--- config.mk ---
export PLATFORM = sky130hd
export DESIGN_NAME = tally_uart_reporter
export DESIGN_NICKNAME = d
export VERILOG_FILES = /design/src/rtl/tally_uart_reporter.sv
export SDC_FILE = /design/constraint.sdc
export NUM_CORES = 1
export LEC_CHECK = 0
export ABC_CLOCK_PERIOD_IN_PS = 2700
export BUFFER_PORTS_ARGS = -buffer_cell sky130_fd_sc_hd__buf_2
export CAP_MARGIN = 20
export CELL_PAD_IN_SITES_DETAIL_PLACEMENT = 1
export CELL_PAD_IN_SITES_GLOBAL_PLACEMENT = 2
export CORE_UTILIZATION = 36
export DETAILED_ROUTE_END_ITERATION = 16
export GPL_ROUTABILITY_DRIVEN = 0
export PLACE_DENSITY = 0.73
export SETUP_SLACK_MARGIN = 0.1
export SLEW_MARGIN = 10
export SYNTH_ARGS = -nofsm -noshare
export SYNTH_HDL_FRONTEND = slang
export SYNTH_SLANG_ARGS = --single-unit
--- constraint.sdc ---
create_clock -name clk -period 2.7 [get_ports clk]
set_input_delay 0.135 -clock clk [delete_from_list [all_inputs] [get_ports clk]]
set_output_delay 0.135 -clock clk [all_outputs]
set_load 0.005 [all_outputs]
--- src/rtl/tally_uart_reporter.sv ---
// Hold-to-confirm reporter: snapshots three tallies, converts them to BCD and sends one ASCII line
// over UART 8N1. Define CHECKSUM_EN to append '*' plus a two-digit hex XOR checksum.
`timescale 1ns/1ps
module tally_uart_reporter #(
    parameter int unsigned CLK_FREQ    = 100_000_000,
    parameter int unsigned BAUD        = 115200,
    parameter int unsigned HOLD_CYCLES = 50_000_000,
    parameter int unsigned COUNT_W     = 10
) (
    input  logic               clk,
    input  logic               reset,
    input  logic               report,
    input  logic [COUNT_W-1:0] bjp_count,
    input  logic [COUNT_W-1:0] cong_count,
    input  logic [COUNT_W-1:0] nota_count,
    output logic               tx,
    output logic               busy,
    output logic               report_conf
);

    localparam int unsigned BIT_CYC = CLK_FREQ / BAUD;
    localparam int unsigned BIT_W   = $clog2(BIT_CYC);
    localparam int unsigned HOLD_W  = $clog2(HOLD_CYCLES + 1);
    localparam int unsigned POS_W   = (COUNT_W > 1) ? $clog2(COUNT_W) : 1;
`ifdef CHECKSUM_EN
    localparam int unsigned FRAME_LEN = 25;
`else
    localparam int unsigned FRAME_LEN = 22;
`endif
    localparam logic [BIT_W-1:0]  BIT_RELOAD = BIT_W'(BIT_CYC - 1);
    localparam logic [HOLD_W-1:0] HOLD_MAX   = HOLD_W'(HOLD_CYCLES);
    localparam logic [POS_W-1:0]  POS_LAST   = POS_W'(COUNT_W - 1);
    localparam logic [4:0]        IDX_LAST   = 5'(FRAME_LEN - 1);

    typedef enum logic [2:0] {
        StIdle, StSnap, StConv, StLoad, StStart, StData, StStop
    } state_e;

    state_e                  state_q, state_d;
    logic [HOLD_W-1:0]       hold_q, hold_d;
    logic                    conf_q;
    logic                    trigger;
    logic [2:0][COUNT_W-1:0] snap_q, snap_d;
    logic [2:0][15:0]        digits_q, digits_d;
    logic [COUNT_W-1:0]      bin_q, bin_d, bin_src;
    logic [15:0]             bcd_q, bcd_d, bcd_src, bcd_adj, bcd_shift;
    logic [POS_W-1:0]        pos_q, pos_d;
    logic [1:0]              sel_q, sel_d;
    logic [4:0]              idx_q, idx_d;
    logic [7:0]              shift_q, shift_d, load_byte;
    logic [2:0]              bit_idx_q, bit_idx_d;
    logic [BIT_W-1:0]        bit_cnt_q, bit_cnt_d;
    logic                    tx_q, tx_d, busy_q, busy_d;

    function automatic logic [7:0] digit_char(input logic [15:0] bcd, input logic [1:0] pos);
        logic [3:0] d;
        d = bcd[4*(3-pos) +: 4];
        return {4'h3, d};
    endfunction

    // Hold detector runs regardless of FSM state
    always_comb begin
        hold_d = '0;
        if (report) hold_d = (hold_q == HOLD_MAX) ? HOLD_MAX : hold_q + HOLD_W'(1);
    end

    assign report_conf = (hold_q == HOLD_MAX);
    assign trigger     = report_conf && !conf_q;
    assign tx          = tx_q;
    assign busy        = busy_q;

    // Double dabble: each count restarts from its snapshot with a cleared BCD accumulator
    always_comb begin
        bin_src = (pos_q == '0) ? snap_q[sel_q] : bin_q;
        bcd_src = (pos_q == '0) ? 16'h0 : bcd_q;
        bcd_adj = bcd_src;
        for (int i = 0; i < 4; i++) begin
            if (bcd_src[4*i +: 4] >= 4'd5) bcd_adj[4*i +: 4] = bcd_src[4*i +: 4] + 4'd3;
        end
        bcd_shift = {bcd_adj[14:0], bin_src[COUNT_W-1]};
    end

`ifdef CHECKSUM_EN
    logic [7:0] csum;

    function automatic logic [7:0] hex_char(input logic [3:0] n);
        return (n < 4'd10) ? {4'h3, n} : (8'h37 + {4'h0, n});
    endfunction

    // Fixed letters, spaces and '=' fold to 0x72; the twelve 0x30 digit prefixes cancel
    always_comb begin
        csum = 8'h72;
        for (int i = 0; i < 3; i++) begin
            for (int j = 0; j < 4; j++) csum = csum ^ {4'h0, digits_q[i][4*j +: 4]};
        end
    end
`endif

    always_comb begin
        load_byte = 8'h0A;
        case (idx_q)
            5'd0:                       load_byte = 8'h42;
            5'd1, 5'd8, 5'd15:          load_byte = 8'h3D;
            5'd2, 5'd3, 5'd4, 5'd5:     load_byte = digit_char(digits_q[0], 2'(idx_q - 5'd2));
            5'd6, 5'd13:                load_byte = 8'h20;
            5'd7:                       load_byte = 8'h43;
            5'd9, 5'd10, 5'd11, 5'd12:  load_byte = digit_char(digits_q[1], 2'(idx_q - 5'd9));
            5'd14:                      load_byte = 8'h4E;
            5'd16, 5'd17, 5'd18, 5'd19: load_byte = digit_char(digits_q[2], 2'(idx_q - 5'd16));
`ifdef CHECKSUM_EN
            5'd20:                      load_byte = 8'h2A;
            5'd21:                      load_byte = hex_char(csum[7:4]);
            5'd22:                      load_byte = hex_char(csum[3:0]);
            5'd23:                      load_byte = 8'h0D;
`else
            5'd20:                      load_byte = 8'h0D;
`endif
            default:                    load_byte = 8'h0A;
        endcase
    end

    always_comb begin
        state_d   = state_q;
        snap_d    = snap_q;
        digits_d  = digits_q;
        bin_d     = bin_q;
        bcd_d     = bcd_q;
        pos_d     = pos_q;
        sel_d     = sel_q;
        idx_d     = idx_q;
        shift_d   = shift_q;
        bit_idx_d = bit_idx_q;
        bit_cnt_d = bit_cnt_q;
        case (state_q)
            StIdle: if (trigger) state_d = StSnap;
            StSnap: begin
                snap_d  = {nota_count, cong_count, bjp_count};
                pos_d   = '0;
                sel_d   = 2'd0;
                idx_d   = 5'd0;
                state_d = StConv;
            end
            StConv: begin
                bin_d = bin_src << 1;
                bcd_d = bcd_shift;
                if (pos_q == POS_LAST) begin
                    digits_d[sel_q] = bcd_shift;
                    pos_d           = '0;
                    if (sel_q == 2'd2) state_d = StLoad;
                    else               sel_d   = sel_q + 2'd1;
                end else begin
                    pos_d = pos_q + POS_W'(1);
                end
            end
            StLoad: begin
                shift_d   = load_byte;
                bit_cnt_d = BIT_RELOAD;
                state_d   = StStart;
            end
            StStart: begin
                if (bit_cnt_q == '0) begin
                    bit_cnt_d = BIT_RELOAD;
                    bit_idx_d = 3'd0;
                    state_d   = StData;
                end else begin
                    bit_cnt_d = bit_cnt_q - BIT_W'(1);
                end
            end
            StData: begin
                if (bit_cnt_q == '0) begin
                    bit_cnt_d = BIT_RELOAD;
                    if (bit_idx_q == 3'd7) begin
                        state_d = StStop;
                    end else begin
                        shift_d   = shift_q >> 1;
                        bit_idx_d = bit_idx_q + 3'd1;
                    end
                end else begin
                    bit_cnt_d = bit_cnt_q - BIT_W'(1);
                end
            end
            StStop: begin
                if (bit_cnt_q == '0) begin
                    if (idx_q == IDX_LAST) begin
                        state_d = StIdle;
                    end else begin
                        idx_d   = idx_q + 5'd1;
                        state_d = StLoad;
                    end
                end else begin
                    bit_cnt_d = bit_cnt_q - BIT_W'(1);
                end
            end
            default: state_d = StIdle;
        endcase

        // Outputs are registered from the next state so tx never glitches
        case (state_d)
            StStart: tx_d = 1'b0;
            StData:  tx_d = shift_d[0];
            default: tx_d = 1'b1;
        endcase
        busy_d = (state_d != StIdle);
    end

    always_ff @(posedge clk or negedge reset) begin
        if (!reset) begin
            state_q   <= StIdle;
            hold_q    <= '0;
            conf_q    <= 1'b0;
            snap_q    <= '0;
            digits_q  <= '0;
            bin_q     <= '0;
            bcd_q     <= '0;
            pos_q     <= '0;
            sel_q     <= '0;
            idx_q     <= '0;
            shift_q   <= '0;
            bit_idx_q <= '0;
            bit_cnt_q <= '0;
            tx_q      <= 1'b1;
            busy_q    <= 1'b0;
        end else begin
            state_q   <= state_d;
            hold_q    <= hold_d;
            conf_q    <= report_conf;
            snap_q    <= snap_d;
            digits_q  <= digits_d;
            bin_q     <= bin_d;
            bcd_q     <= bcd_d;
            pos_q     <= pos_d;
            sel_q     <= sel_d;
            idx_q     <= idx_d;
            shift_q   <= shift_d;
            bit_idx_q <= bit_idx_d;
            bit_cnt_q <= bit_cnt_d;
            tx_q      <= tx_d;
            busy_q    <= busy_d;
        end
    end

endmodule

=== Word level (Yosys, flattened, before mapping) ===
Cells that the tools add are included.

* Register bits: 167
* Bits of input ports: 33
* Output and inout port bits: 3
* Word-level logic and storage cells: 153

* Add/sub/neg operators: 16
* Magnitude comparators: 6
* Equal/unequal tests: 41
* Shifts and indexed selects: 3
* Mux-type cells: 42
* Reductions and logical operators: 25

{| class="wikitable"
|+ Operators by type and width
! kind !! number
|-
| $shiftx 16x33->4 || 3
|-
| $pmux 7 s9 || 1
|-
| $mux 26 || 2
|-
| $bwmux 48 || 1
|-
| $eq 5x4->1 const B || 8
|-
| $mux 10 || 4
|-
| $mux 3 || 11
|-
| $demux 16 s2 || 1
|-
| $mux 16 || 2
|-
| $eq 5x5->1 const B || 6
|-
| $pmux 10 s3 || 1
|-
| $add 26x1->26 const B || 1
|-
| $eq 26x26->1 const B || 1
|-
| $pmux 3 s7 || 1
|-
| $bmux 10 s2 || 1
|-
| $eq 5x3->1 const B || 4
|-
| $eq 3x3->1 const B || 6
|-
| $ge 4x3->1 const B || 4
|-
| $mux 4 || 4
|-
| $mux 8 || 2
|-
| $ne 2x2->1 const B || 8
|-
| $pmux 8 s2 || 1
|-
| $add 4x2->4 const B || 3
|-
| $reduce_or 4->1 || 3
|-
| 37 further kinds || 54
|}

=== Depth between registers and ports, before layout ===
Gate-level depths: netlist of run 1.

* Depth after elaboration: 6
* Mapped depth: 14
* Gate-level depth less buffers: 12

=== Worst setup path after synthesis of run 1 ===
No wires, ideal clock.

* Path kind: register to register
* From: reg idx_q[0]
* To: reg shift_q[1]
* Library setup time: 126 ps
* Data arrival time: 2533 ps
* Data required time: 2574 ps
* Path slack: 41 ps
* Cell stages (with the launch flop): 11
* Buffers on the path: 2
* Period minus slack after synthesis: 2659 ps
* Cell sequence: dfrtp_1 > clkbuf_1 > buf_2 > inv_1 > ha_1 > or4_1 > nand4_1 > nor2b_1 > a21oi_1 > a31oi_1 > a221o_1

* Word-level cells in the longest chain between the ends: 5
* Elaborated cells on any way between the ends: 37
* Classes of those cells: add/sub (6); eq/ne (20); shift (3); mux (2); reduce/logical (6)

{| class="wikitable"
|+ Ends and longest elaborated chain
! element !! RTL line !! text
|-
| start, declared || 49 || <nowiki>logic [4:0] idx_q, idx_d;</nowiki>
|-
| start signal, assigned || 233 || <nowiki>idx_q <= idx_d;</nowiki>
|-
| $sub 2x1->2, or another cell as far along || 109 || <nowiki>5'd16, 5'd17, 5'd18, 5'd19: load_byte = digit_char(digits_q[2], 2'(idx_q - 5'd16));</nowiki>
|-
| $sub 2x2->3 || 57 || <nowiki>d = bcd[4*(3-pos) +: 4];</nowiki>
|-
| $shiftx 16x33->4 || 57 ||
|-
| $pmux 7 s9 * || 101 || <nowiki>case (idx_q)</nowiki>
|-
| $pmux 8 s2 * || 134 || <nowiki>case (state_q)</nowiki>
|-
| end signal, assigned || 234 || <nowiki>shift_q <= shift_d;</nowiki>
|-
| end, declared || 50 || <nowiki>logic [7:0] shift_q, shift_d, load_byte;</nowiki>
|}

Every way passes the cells marked *; elsewhere a longest branch is shown, timed or not.
A chain may end at the register's enable or synchronous reset.

=== Final worst setup path of run 1 ===
* From: reg bit_cnt_q[0]
* To: reg bit_cnt_q[4]

* Word-level cells in the longest chain between the ends: 3
* Elaborated cells on any way between the ends: 7
* Classes of those cells: add/sub (1); eq/ne (1); mux (3); reduce/logical (2)

{| class="wikitable"
|+ Ends and longest elaborated chain
! element !! RTL line !! text
|-
| start, declared || 52 || <nowiki>logic [BIT_W-1:0] bit_cnt_q, bit_cnt_d;</nowiki>
|-
| start signal, assigned || 236 || <nowiki>bit_cnt_q <= bit_cnt_d;</nowiki>
|-
| $sub 10x1->10 or $logic_not 10->1 (tied branches) || - ||
|-
| $mux 10, or another cell as far along || 183 || <nowiki>if (bit_cnt_q == '0) begin</nowiki>
|-
| $pmux 10 s3 or $reduce_and 2->1 (tied branches) || - ||
|}

Parallel ways exist; a longest one is shown, timed or not. The select of a mux whose other input is x is not followed.

==> summary.md, run 1 <==
In the routed design, unresolved DRC markers number 0. Summed over all instances, the cell type with the most area after synthesis is sky130_fd_sc_hd__dfrtp_1. The clock skew is 0.0136 ns, and the highest attainable clock frequency is 404 MHz. For this design the top-level I/O count stands at 36. The cell area after synthesis came out at 8470 sq um.

Setup repair after global routing left no endpoint under its margin. The all-layer global routing usage came out at 19.6%. The tools report the remaining global-route overflow as 0.

Power spread over the standard cell area amounts to 501 nW/um^2. Data arrives at the worst endpoint at 2.79 ns. The maximum clock insertion buffer count was 2; the count of routing violations after the opening detailed-route iteration was 264. The total number of vias is 6578, and the clock transition time at the flip-flop clock pins of the worst setup and hold paths is 0.07 ns.

Prior to clock tree synthesis, the placed netlist has a worst setup slack of 0.0149 ns. The number of antenna diodes in the final layout is 0. From left edge to right edge, the die measures 155 microns. For the final routed database, the setup TNS stands at 0 ns. IR analysis of the VDD net gives a maximum drop of 334 uV. Setup violations remaining at the end of the flow were counted as 0.

In the layout the commonest cells are sky130_fd_sc_hd__nand2_1 (184), sky130_fd_sc_hd__dfrtp_1 (165), sky130_fd_sc_hd__nor2_1 (68). Synthesis produced 860 cells. TritonCTS built the clock tree. The floorplan step defined a die boundary enclosing 24100 sq um. Yosys attributes the largest share of cell area to sky130_fd_sc_hd__dfrtp_1 (49%), sky130_fd_sc_hd__nand2_1 (8.2%), sky130_fd_sc_hd__mux2_2 (6.9%), sky130_fd_sc_hd__ha_1 (3.5%), sky130_fd_sc_hd__o21ai_0 (3.2%). The setup slack of the critical path after layout is 0.222 ns, and the depth of the worst register-to-register path is 11. At the later pin of the worst-skew pair, clock insertion delay measures 0.43 ns. Of the post-synthesis cell area, the dominant cell type holds 48.7%.

After synthesis, flip-flops and latches occupy 49.1% of the total area. Most common library cell in the layout ignoring fill and taps: sky130_fd_sc_hd__nand2_1. CTS built an H-tree with a depth of 4. The most used flip-flop cell after synthesis is sky130_fd_sc_hd__dfrtp_1. Entering global routing, the biggest net connects 73 pins. The post-route minimum period came out at 2.48 ns. The worst setup path is captured at a flip-flop.

After synthesis the netlist holds a flip-flop and latch count of 166. The tree built by TritonCTS fans out to 166 sinks. For the pin with the worst max-slew slack, the measured transition is 0.729 ns.

The tools report the number of rows in the core area as 55. The relative slew slack was 51.4%; the average instance area after synthesis was 9.85 sq um. Relative to the synthesized area, the layout overhead comes to 19.0%. The number of max-slew violations in the final report was 0.

The number of filler instances in the final layout came out at 2612. Clock tree synthesis inserted a total of 17 buffers. The mean routed wirelength per cell works out to 17.3 microns. The first global-routing pass estimated 37300 microns of wire. The initial utilization of the core area, before any placement, comes to 37.1%.

Summed over all cells, the static leakage comes to 4.57 nW. The post-synth net total is 917, and the count of flip-flops with a built-in enable after synthesis is 0. Across the run, the number of max-cap violations was 0. Using the TritonRoute via totals, the vias-per-cell ratio works out to 5.21. The portion of the clock cycle consumed by the worst path in the final layout was 91.8%. Data on the critical path is required at its endpoint by 3.01 ns. Cells with a size suffix above 1 make up 19.5% of the layout. The total count of hold-check failures in the final report was 0. The via count of the first global-routing pass came out at 7106.

The number of I/O port buffers is 35, and the maximum fanout count along the critical path is 7. Number of antenna violations at the first check in global routing: 0. The run gives 15500 microns as the placed wire-length estimate.

The first detailed-routing pass ran for 4 iterations. The vertical extent of the die is 155 microns, and the core box area is 22800 sq um. The final layout contains 994 nets. The tools report the total routed wirelength as 21900 microns. The flow ran to the end, and the final reports show no timing, DRC or antenna violations. The tools report the final antenna-violating net count as 0. The library cell used as clock root buffer was sky130_fd_sc_hd__clkbuf_16. The element type at the critical path start is a flip-flop.

The critical path in this run is classified as reg2reg. The worst hold path belongs to the class in2async. The async set-or-reset flop fraction in the synthesized netlist is 100%. Yosys printed 0 warnings.

Yosys mapped the design onto 65 distinct sky130hd cell types.
cell usage after synthesis, types with 2 or more instances:
library cell,number
sky130_fd_sc_hd__nand2_1,185
sky130_fd_sc_hd__dfrtp_1,165
sky130_fd_sc_hd__nor2_1,69
sky130_fd_sc_hd__o21ai_0,55
sky130_fd_sc_hd__mux2_2,52
sky130_fd_sc_hd__clkbuf_1,30
sky130_fd_sc_hd__a21oi_1,28
sky130_fd_sc_hd__inv_1,25
sky130_fd_sc_hd__ha_1,24
sky130_fd_sc_hd__nand3_1,21
sky130_fd_sc_hd__xor2_1,18
sky130_fd_sc_hd__xnor2_1,16
sky130_fd_sc_hd__mux4_2,12
sky130_fd_sc_hd__a221o_1,11
sky130_fd_sc_hd__nand4_1,10
sky130_fd_sc_hd__and3_1,9
sky130_fd_sc_hd__nor3_1,9
sky130_fd_sc_hd__o31ai_1,9
sky130_fd_sc_hd__and2_1,8
sky130_fd_sc_hd__nor2b_1,7
sky130_fd_sc_hd__nand2b_1,6
sky130_fd_sc_hd__nor4b_1,6
sky130_fd_sc_hd__o211ai_1,6
sky130_fd_sc_hd__a211o_1,5
sky130_fd_sc_hd__buf_1,5
sky130_fd_sc_hd__buf_2,5
sky130_fd_sc_hd__mux2i_1,5
sky130_fd_sc_hd__a211oi_1,4
sky130_fd_sc_hd__a31oi_1,4
sky130_fd_sc_hd__a22oi_1,3
sky130_fd_sc_hd__clkinv_1,3
sky130_fd_sc_hd__nor4_1,3
sky130_fd_sc_hd__o21a_1,3
sky130_fd_sc_hd__or4_1,3
sky130_fd_sc_hd__and4_1,2
sky130_fd_sc_hd__and4b_1,2
sky130_fd_sc_hd__nand4_2,2
sky130_fd_sc_hd__nand4b_1,2
sky130_fd_sc_hd__or2_2,2
registers in the layout, summed over array words and instances, names as in the netlist, 4 cells and up:
| register | count |
|---|---|
| snap_q | 30 |
| pos_q | 4 |
| hold_q | 26 |
| bcd_q | 16 |
| idx_q | 5 |
| bin_q | 9 |
| bit_cnt_q | 10 |
| digits_q | 48 |
| shift_q | 7 |
final cells by class:
type | count | area (sq um) | share of cell area [%]
multi-input combinational | 624 | 4080 | 40.5
timing repair buffer | 99 | 767 | 7.61
clock inverter | 14 | 138 | 1.37
tap | 313 | 392 | 3.88
sequential | 166 | 4160 | 41.2
inverter | 29 | 109 | 1.08
clock buffer | 18 | 439 | 4.36
path summary, 6_finish.rpt:
kind	startpoint	slack (ns)	to
max	bit_cnt_q[0]$_DFFE_PN0P_	0.22	bit_cnt_q[4]$_DFFE_PN0P_
max reg2reg	bit_cnt_q[0]$_DFFE_PN0P_	0.22	bit_cnt_q[4]$_DFFE_PN0P_
min	reset	0.28	shift_q[3]$_DFFE_PN0P_
max in group asynchronous	reset	1.62	digits_q[41]$_DFFE_PN0P_
min in group clk	cong_count[5]	0.43	snap_q[15]$_DFFE_PN0P_
min reg2reg	snap_q[12]$_DFFE_PN0P_	0.47	snap_q[12]$_DFFE_PN0P_
logic make-up after synthesis:
group	synth area share, %
buf+inv	3.22
flops	49.1
mux	10.7
simple gates	19.6
compound gates	10.3
fa+ha+maj	3.55
xor+xnor	3.52
report_power, final:
| group | internal [mW] | total, mW | switching (mW) |
|---|---|---|---|
| logic | 0.0621 | 0.140 | 0.0780 |
| clock network | 1.32 | 2.42 | 1.10 |
| registers | 2.49 | 2.49 | 0.00492 |
| total | 3.87 | 5.05 | 1.18 |
through the flow:
stage | std cells | util [%] | power, mW | instance area [sq um] | hold WS (ns)
5_1_grt | 1263 | 44.1 | 5.24 | 10100 | 0.336
3_3_place_gp | 1199 | 40.0 | 2.65 | 9150 | 0.199
4_1_cts | 1263 | 44.0 | 5.12 | 10000 | 0.321
3_5_place_dp | 1199 | 40.0 | 2.65 | 9150 | 0.203
6_report | 1263 | 44.1 | 5.05 | 10100 | 0.277
2_1_floorplan | 860 | - | 2.56 | 8470 | -0.161
worst max-delay path, cell delays in order (launching register included):
cell and delay [ns]:
sky130_fd_sc_hd__dfrtp_1 0.40, sky130_fd_sc_hd__inv_1 0.13, sky130_fd_sc_hd__ha_2 0.24, sky130_fd_sc_hd__or4b_4 0.51, sky130_fd_sc_hd__nor3_4 0.25, sky130_fd_sc_hd__o21ai_2 0.08
sky130_fd_sc_hd__and2_4 0.19, sky130_fd_sc_hd__nor2_4 0.09, sky130_fd_sc_hd__inv_2 0.08, sky130_fd_sc_hd__and3_1 0.20, sky130_fd_sc_hd__xnor2_1 0.13, sky130_fd_sc_hd__nor2_1 0.07
layer usage:
metal / vias to the layer above / track usage [%] / part of all wire [%] / routed length [microns]
met5: - / 0 / 0 / 0
met4: 0 / 4.48 / 0.96 / 210
met3: 14 / 3.34 / 1.5 / 336
met2: 58 / 34.2 / 50 / 11000
met1: 3372 / 25.4 / 47 / 10300
li1: 3134 / - / - / -
repair_timing:
item / 4_1_cts / 5_1_grt
setup endpoints to repair: 9 / 24
endpoints found under the hold margin: 99 / 0
hold buffers: 32 / 0
pin swaps: 0 / 1
resized for setup: 1 / 7
cloned: 0 / 0
buffers inserted: 0 / 0
Note: power is estimated with default switching activity, not from simulation.
==> run 2: changes to the inputs <==
==> constraint.sdc (replaced) <==
create_clock -name clk -period 2.7 [get_ports clk]
set_input_delay 0 -clock clk [delete_from_list [all_inputs] [get_ports clk]]
set_output_delay 0 -clock clk [all_outputs]
set_load 0.005 [all_outputs]
==> summary.md, run 2 (synthesis gave the netlist of run 1 again) <==
The flow ran to the end, and the final reports show no timing, DRC or antenna violations. The logs give 166 (unchanged) for the clock net sink count and 997 (+0.30%) for the final layout net count. The first-pass iteration count of the detailed router was 5 (+1); the via count of the first global-routing pass was 7213 (+1.5%). The cell area after layout is 10100 sq um (+0.36%), and the worst IR drop on VDD is 321 uV (-4.0%). The flip-flop count of the largest register after layout came out at 48 (unchanged). Number of maximum-capacitance violations: 0 (unchanged).

Post-route minimum period: 2.42 ns (-0.0535 ns). The tools report the all-layer global routing usage as 19.5% (-0.096 points). The tools report the remaining global-route overflow as 0 (unchanged).

In the final layout, the registers with the most flip-flops are digits_q x48, snap_q x30, hold_q x26. Count of routing violations after the opening detailed-route iteration: 229 (-13%). The run gives 17 (unchanged) as the number of buffers inserted during clock tree synthesis. The run gives 0 (unchanged) as the number of remaining DRC errors.

Setup repair after global routing could not meet its margin everywhere. The final antenna-violating net count was 0 (unchanged); the post-synthesis to final-layout area growth was 19.4%. The fraction of layout cells with a size suffix above 1 is 19.6% (+0.15 points). The library cell used most frequently in the layout, excluding fill and tap cells, is sky130_fd_sc_hd__nand2_1. The maximum number of pins on one net before global-route repair came out at 83 (+14%).

The power density normalized to cell area was 506 nW/um^2 (+0.95%). The path class of the tightest hold or removal check is in2async. The portion of the clock cycle consumed by the worst path in the final layout was 89.8% (-2.0 points).

The starting utilization of the core area was 37.1% (unchanged); the horizontal die dimension was 155 microns (unchanged). The logs give 47.7% (-3.7 points) for the relative slew slack and 0 (unchanged) for the number of max-slew violations in the final report. The count of endpoints failing setup in the final report was 0 (unchanged). The maximum fanout count along the critical path works out to 7 (unchanged). The clock transition time at the flip-flop clock pins of the worst setup and hold paths is 0.07 ns (about the same), and the first-pass GRT wire length is 37100 microns (-0.76%). TritonCTS built the clock tree. The total number of H-tree levels is 4 (unchanged). The via-per-instance ratio is 5.17 (-0.81%), and the floorplan die area is 24100 sq um (unchanged).

Clock skew: 0.0145 ns (+0.000880 ns). The run gives 9150 sq um (about the same) as the instance area after placement. The tools report the number of filler instances in the final layout as 2611 (-0.038%). The antenna diode count is 0 (unchanged), and the static leakage is 4.60 nW (+0.58%). The mean routed wirelength per cell was 17.1 microns (-1.1%). The logs give 2.76 ns (-0.03 ns) for the arrival time of data at the critical path endpoint and 21700 microns (-0.85%) for the total routed wirelength. The number of antenna violations at the first check in global routing is 0 (unchanged), and the clock latency of the later-clocked register in the worst-skew pair is 0.43 ns (about the same).

Path type of the worst setup path: reg2reg. The slew of the pin with the lowest slew margin came out at 0.784 ns (+0.0555 ns). The tools report the highest attainable clock frequency as 413 MHz (+2.2%).

In the layout the commonest cells are sky130_fd_sc_hd__nand2_1 (184), sky130_fd_sc_hd__dfrtp_1 (165), sky130_fd_sc_hd__nor2_1 (69). The data required time of the worst path was 3.04 ns (+0.03 ns); the number of I/O port buffers was 35 (unchanged). The tools report the total number of vias as 6540 (-0.58%).

The total count of hold-check failures in the final report is 0 (unchanged), and the number of rows in the core area is 55 (unchanged). Setup TNS: 0 ns (unchanged). Counting flops per register, the top entry is digits_q. The tools report the placed wire-length estimate as 15100 microns (-2.0%). The tools report the endpoint kind of the worst setup timing path as a flip-flop. Clock tree synthesis selected as its root buffer the cell sky130_fd_sc_hd__clkbuf_16. The core box area was 22800 sq um (unchanged). The boundary pin count is 36 (unchanged), and the maximum clock insertion buffer count is 2 (unchanged).

The vertical extent of the die works out to 155 microns (unchanged). The worst setup path is launched from a flip-flop. The tools report the worst hold slack across all endpoints as 0.178 ns (-0.0989 ns).
==> run 2: cell types whose count changed in the layout (fill, tap and decap cells not counted), sizes merged <==
cell | previous run | this run
buf | 67 | 70
bufinv | 1 | 2
clkbuf | 18 | 20
clkinv | 6 | 7
clkinvlp | 4 | 2
inv | 32 | 30
==> run 2: cell type report <==
class	count	area (sq um)	area share, %
Clock buffer	20	457	4.51
Clock inverter	12	141	1.40
Inverter	29	109	1.08
Multi-Input combinational cell	624	4090	40.4
Sequential cell	166	4160	41.1
Tap cell	313	392	3.87
Timing Repair Buffer	102	777	7.68
==> run 2: per-stage QoR <==
| stage | setup WS (ns) | cells | power [mW] | utilization [%] |
|---|---|---|---|---|
| floorplan | 0.144 | 860 | 2.56 | - |
| detailed placement | 0.135 | 1200 | 2.65 | 40.0 |
| CTS | 0.107 | 1264 | 5.19 | 44.0 |
| finish | 0.276 | 1266 | 5.12 | 44.3 |
| global route | 0.0474 | 1266 | 5.31 | 44.3 |
| global placement | 0.302 | 1200 | 2.64 | 40.0 |
==> run 2: critical path, stage by stage (launching register included) <==
cell and delay (ns):
sky130_fd_sc_hd__dfrtp_1 0.40, sky130_fd_sc_hd__inv_1 0.09, sky130_fd_sc_hd__ha_1 0.22, sky130_fd_sc_hd__nand2_2 0.14
sky130_fd_sc_hd__buf_4 0.15, sky130_fd_sc_hd__nand2_1 0.07, sky130_fd_sc_hd__ha_1 0.24, sky130_fd_sc_hd__nor2b_1 0.16
sky130_fd_sc_hd__o21bai_1 0.28, sky130_fd_sc_hd__xor2_1 0.19, sky130_fd_sc_hd__nand2_1 0.17, sky130_fd_sc_hd__o21ai_0 0.22
==> run 2: repair_timing <==
action | CTS | global route
hold buffers | 32 | 0
setup endpoints to repair | 0 | 35
buffers inserted | 0 | 2
endpoints found under the hold margin | 114 | 0
resized for setup | 0 | 8
==> run 2: layer usage <==
metal	routed length, microns	global-route usage, %
met1	10100	24.6
met2	11000	34.3
met3	322	3.40
met4	298	5.65
met5	0	0
==> run 2: final timing paths <==
path / startpoint / to / slack [ns] / cells after the start
max in group asynchronous: reset / digits_q[28]$_DFFE_PN0P_ / 1.67 / 3
setup reg to reg: pos_q[0]$_DFFE_PN0P_ / digits_q[21]$_DFFE_PN0P_ / 0.28 / 11
hold / removal: reset / shift_q[5]$_DFFE_PN0P_ / 0.18 / 2
setup / recovery: pos_q[0]$_DFFE_PN0P_ / digits_q[21]$_DFFE_PN0P_ / 0.28 / 11
hold reg to reg: snap_q[9]$_DFFE_PN0P_ / snap_q[9]$_DFFE_PN0P_ / 0.48 / 2
min in group clk: cong_count[3] / snap_q[13]$_DFFE_PN0P_ / 0.28 / 4
==> run 2: where the power goes <==
group | switching (mW) | internal, mW
clock | 1.06 | 1.43
combinational | 0.0764 | 0.0591
sequential | 0.00484 | 2.49
total | 1.14 | 3.98
